==> config.mk <==
export PLATFORM = sky130hd
export DESIGN_NAME = rotate_arbiter
export DESIGN_NICKNAME = d
export VERILOG_FILES = /design/src/rtl/rotate_arbiter_pkg.sv /design/src/rtl/rotate_arbiter_rotator8.sv /design/src/rtl/rotate_arbiter.sv
export SDC_FILE = /design/constraint.sdc
export NUM_CORES = 1
export LEC_CHECK = 0
export ABC_CLOCK_PERIOD_IN_PS = 6200
export CAP_MARGIN = 20
export CORE_ASPECT_RATIO = 0.75
export CORE_MARGIN = 5
export CORE_UTILIZATION = 50
export CTS_CLUSTER_DIAMETER = 200
export DETAILED_ROUTE_END_ITERATION = 7
export GPL_TIMING_DRIVEN = 0
export PLACE_DENSITY = 0.86
export SYNTH_ARGS = -nofsm -noshare
export SYNTH_HDL_FRONTEND = slang
export SYNTH_HIERARCHICAL = 1
export SYNTH_SLANG_ARGS = --single-unit
==> constraint.sdc <==
create_clock -name clk -period 6.2 [get_ports clk]
set_input_delay 0.93 -clock clk [delete_from_list [all_inputs] [get_ports clk]]
set_output_delay 0.93 -clock clk [all_outputs]
set_load 0.02 [all_outputs]
==> src/rtl/rotate_arbiter_pkg.sv <==
// Shared constants and types for the two-requester rotate arbiter.
package rotate_arbiter_pkg;

  localparam int DATA_W = 8;
  localparam int AMT_W  = 4;

  // Direction encoding on reqN_dir
  localparam logic ROT_LEFT  = 1'b1;
  localparam logic ROT_RIGHT = 1'b0;

  // Requester ids carried on rsp_id
  localparam logic REQ0 = 1'b0;
  localparam logic REQ1 = 1'b1;

  // Response slot occupancy; FULL is exactly rsp_valid
  typedef enum logic {
    EMPTY = 1'b0,
    FULL  = 1'b1
  } slot_state_t;

endpackage

==> src/rtl/rotate_arbiter_rotator8.sv <==
// Purely combinational 8-bit rotator built from 1/2/4-position log stages.
module rotator8
  import rotate_arbiter_pkg::*;
(
  input  logic [7:0] data,
  input  logic       dir,
  input  logic [2:0] amt,
  output logic [7:0] result
);

  logic [7:0] s1;
  logic [7:0] s2;

  // Log-shifter stages; a 4-position rotate is the same in either direction
  always_comb begin
    s1 = data;
    if (amt[0]) s1 = (dir == ROT_LEFT) ? {data[6:0], data[7]} : {data[0], data[7:1]};
    s2 = s1;
    if (amt[1]) s2 = (dir == ROT_LEFT) ? {s1[5:0], s1[7:6]} : {s1[1:0], s1[7:2]};
    result = s2;
    if (amt[2]) result = {s2[3:0], s2[7:4]};
  end

endmodule

==> src/rtl/rotate_arbiter.sv <==
// Round-robin arbitration of two rotate requesters onto one registered
// response channel with full backpressure.
module rotate_arbiter #(
  parameter int DATA_W = 8,
  parameter int AMT_W  = 4
) (
  input  logic              clk,
  input  logic              rst_n,
  input  logic              req0_valid,
  output logic              req0_ready,
  input  logic [DATA_W-1:0] req0_data,
  input  logic              req0_dir,
  input  logic [AMT_W-1:0]  req0_amt,
  input  logic              req1_valid,
  output logic              req1_ready,
  input  logic [DATA_W-1:0] req1_data,
  input  logic              req1_dir,
  input  logic [AMT_W-1:0]  req1_amt,
  output logic              rsp_valid,
  input  logic              rsp_ready,
  output logic [DATA_W-1:0] rsp_data,
  output logic              rsp_id
);
  import rotate_arbiter_pkg::*;

  slot_state_t       state_q;
  slot_state_t       state_d;
  logic              rr;
  logic              grant;
  logic              slot_free;
  logic              xfer;
  logic [DATA_W-1:0] sel_data;
  logic              sel_dir;
  logic [AMT_W-1:0]  sel_amt;
  logic [DATA_W-1:0] rot_result;

  // Grant: a lone requester wins; on contention the pointer owner wins
  always_comb begin
    grant = REQ0;
    if (req0_valid && req1_valid) grant = rr;
    else if (req1_valid)          grant = REQ1;
  end

  // Ready/transfer; rst_n gating keeps both readies low during reset
  always_comb begin
    slot_free  = (state_q == EMPTY) || rsp_ready;
    req0_ready = rst_n && slot_free && req0_valid && (grant == REQ0);
    req1_ready = rst_n && slot_free && req1_valid && (grant == REQ1);
    xfer       = req0_ready || req1_ready;
  end

  // Mux the granted request into the shared rotator
  always_comb begin
    sel_data = (grant == REQ1) ? req1_data : req0_data;
    sel_dir  = (grant == REQ1) ? req1_dir  : req0_dir;
    sel_amt  = (grant == REQ1) ? req1_amt  : req0_amt;
  end

  rotator8 u_rotator (
    .data   (sel_data),
    .dir    (sel_dir),
    .amt    (sel_amt[2:0]),
    .result (rot_result)
  );

  // Slot state register
  always_ff @(posedge clk or negedge rst_n) begin
    if (!rst_n) state_q <= EMPTY;
    else        state_q <= state_d;
  end

  // Slot next-state: fill on transfer, drain on consume without refill
  always_comb begin
    state_d = state_q;
    unique case (state_q)
      EMPTY: if (xfer) state_d = FULL;
      FULL:  if (!xfer && rsp_ready) state_d = EMPTY;
      default: state_d = EMPTY;
    endcase
  end

  // Slot outputs
  always_comb begin
    rsp_valid = (state_q == FULL);
  end

  // Response payload and round-robin pointer, both advanced only on transfer
  always_ff @(posedge clk or negedge rst_n) begin
    if (!rst_n) begin
      rsp_data <= '0;
      rsp_id   <= REQ0;
      rr       <= REQ0;
    end else if (xfer) begin
      rsp_data <= rot_result;
      rsp_id   <= grant;
      rr       <= ~grant;
    end
  end

endmodule

==> out/metrics.csv <==
metric,value,unit
outcome,"complete, no violations",
vias per cell,6.27,
CTS root buffer,clkbuf_8,
metal3 WL,339,um
post-route clock period utilization,60.2,%
final hold slack,502,ps
clock network power share,15.3,%
n_diodes,0,
I/O pins,43,
cell taking the most area after synthesis,dfrtp_1,
Synth Cell Area,1390,sq um
RSZ-0062 raised after global routing,no,
"Net Count, Synth",184,
layout cells sized above 1,19.8,%
DP HPWL,3250,um
Gate power share,61.8,%
vias in the first global route,1455,
Worst setup SP type,input pin,
DRT met1 WL,1800,um
core area,2640,sq um
slowest CP cell,clkdlybuf4s50_1,
drt initial violations,136,
fillers,212,
ys async rst share,100,%
ys flop type,dfrtp_1,
die width,70.9,um
initial core utilization,52.6,%
Inserted Clock Buffers,3,
initial antenna violation count,0,
DR top layer,met4,
top-area cell type share of the netlist area,19.8,%
Post-Synth Simple-Gate Area,10.9,%
syn_area_per_cell,9.09,sq um
Initial DRT Pass Iterations,5,
Crit Path Max Fanout,10,
Worst EP arrival,2800,ps
post-route insts no fill,233,
largest family of logic cells by synthesized area,multiplexers,
register area,275,sq um
Post-CTS Setup Repair Bufs,0,
Fin Setup TNS,0,ps
cts hold-fix bufs,0,
most frequent CP cell,clkdlybuf4s50_1,
Worst Clk Skew,5.01,ps
"Setup violations, final",0,
Seq pwr share,22.9,%
Synth Area in XOR/XNOR,3.15,%
Final Wtd Congestion,0.958,
register area share after synthesis,19.8,%
Multi-input gate area,1020,sq um
fin util,71.2,%
WP data required,5270,ps
Post-synth top cells,"nand2_1 (26), mux2i_1 (24), a211oi_1 (14)",
post-CTS resize count,0,
proportion of synthesized area in mux cells,35.4,%
WL met2,2100,um
# rows,16,
Syn-to-layout area delta,35.3,%
crit-path max cell delay,610,ps
"CTS clk-pin slew, worst paths",50,ps
Worst Hold Class,register to register,
Clock Latency Late Sink,240,ps
fmax,0.268,GHz
switch share,40.9,%
Detail Route Antenna Nets,0,
Post-synth EDFFs,0,
Least-Margin Pin Slew,650,ps
clock tree buffer depth,2,
via count,1462,
Synth Area in Adders,0,%
Mapped Cells,153,
Synth Warn #,6,
"Cell Chain, Critical Path",clkdlybuf4s50_1 > inv_2 > o21ai_4 > buf_6 > nor2b_1 > clkdlybuf4s50_1,
wire per inst,18.6,um
Rel. slew slack,56.5,%
Internal,283,uW
Leakage,0.000799,uW
CTS sink cnt,11,
Total GRT Usage,21.9,%
Pwr Density,255,nW/um^2
Routed WL,4330,um
Fin. Hold Viols,0,
Max Cap Viol,0,
H-Tree Depth,1,
Final Total Pwr,480,uW
Synth Area in Compound Gates,23.9,%
total grt overflow,0,
Yosys cell types,27,
reg-to-reg setup timing slack,3520,ps
die area,3950,sq um
Nets,229,
DRC,0,
fin. max-slew vios,0,
VDD IR max,0.219,mV
placed cell count,229,
first-pass GRT wire length,7020,um
CP Class,input pin to primary output,
PortBufs,40,
Crit. End Element,primary output,
P_sw,196,uW
crit path time final,3730,ps
Chip Height,55.7,um
#FFs+latches synth,11,
CTS tree,done,
largest net degree at the start of global routing,17,
top post-synthesis cells by area,"dfrtp_1 (20%), mux2i_1 (17%), mux2_2 (11%)",
"count leader, synth",nand2_1,
==> critical path: cells and delay by family <==
family                 cells  cell delay, ps
AOI/OAI and AO/OA          1             270
buffers and inverters      4            1440
and+or+nand+nor            1             160
==> through the flow <==
step | setup WS [ps] | area [sq um]
4_1_cts | 2420 | 1880
5_1_grt | 2280 | 1880
3_5_place_dp | 2420 | 1840
3_3_place_gp | 2500 | 1840
2_1_floorplan | 3430 | 1390
6_report | 2470 | 1880
==> placed cells by master, fill, tap and decap left out, drive strengths merged, types with 7 or more instances in the layout <==
master          n
a211oi         16
a21o            8
a21oi           8
a31oi           9
buf             9
clkbuf          7
clkdlybuf4s50  40
dfrtp          11
mux2           20
mux2i          24
nand2          26
nor2            9
==> flip-flops by register name, summed over array words and instances, names as in the netlist <==
name	count
rr	1
rsp_data	8
rsp_id	1
rsp_valid	1
==> power groups by stage <==
stage | clock network (uW) | logic, uW | registers (uW)
2_1_floorplan | 0 | 158 | 137
3_3_place_gp | 0 | 281 | 108
3_5_place_dp | 0 | 291 | 111
4_1_cts | 75.0 | 293 | 110
5_1_grt | 79.9 | 313 | 113
6_report | 73.5 | 296 | 110
==> final timing paths <==
kind                                         startpoint  cells past startpoint                 endpoint
max in group asynchronous                         rst_n                      1           rr$_DFFE_PN0P_
min in group asynchronous                         rst_n                      1  rsp_data[2]$_DFFE_PN0P_
worst max-delay path                         req0_valid                      6               req0_ready
worst max register to register           rr$_DFFE_PN0P_                      9  rsp_data[4]$_DFFE_PN0P_
worst min register to register  rsp_data[6]$_DFFE_PN0P_                      1  rsp_data[6]$_DFFE_PN0P_
worst min-delay path            rsp_data[6]$_DFFE_PN0P_                      1  rsp_data[6]$_DFFE_PN0P_
==> layer usage <==
metal / global-route usage (%) / vias up
met5: 0 / -
met4: 5.90 / 0
met3: 4.87 / 17
met2: 38.2 / 98
met1: 27.0 / 690
li1: - / 657
==> area by class of cell <==
cell class,count,share of cell area (%)
repair buffers,40,21.3
clock buffers,4,2.40
multi-input cells,129,54.2
plain buffers,12,4.86
well taps,36,2.40
flip-flops and latches,11,14.6
inverters,1,0.200
==> kinds of logic after synthesis <==
| group | count (synthesis) |
|---|---|
| mux | 44 |
| xor+xnor | 2 |
| compound gates | 45 |
| flops | 11 |
| buf+inv | 13 |
| simple gates | 38 |
Power figures use the tool's default switching activity.
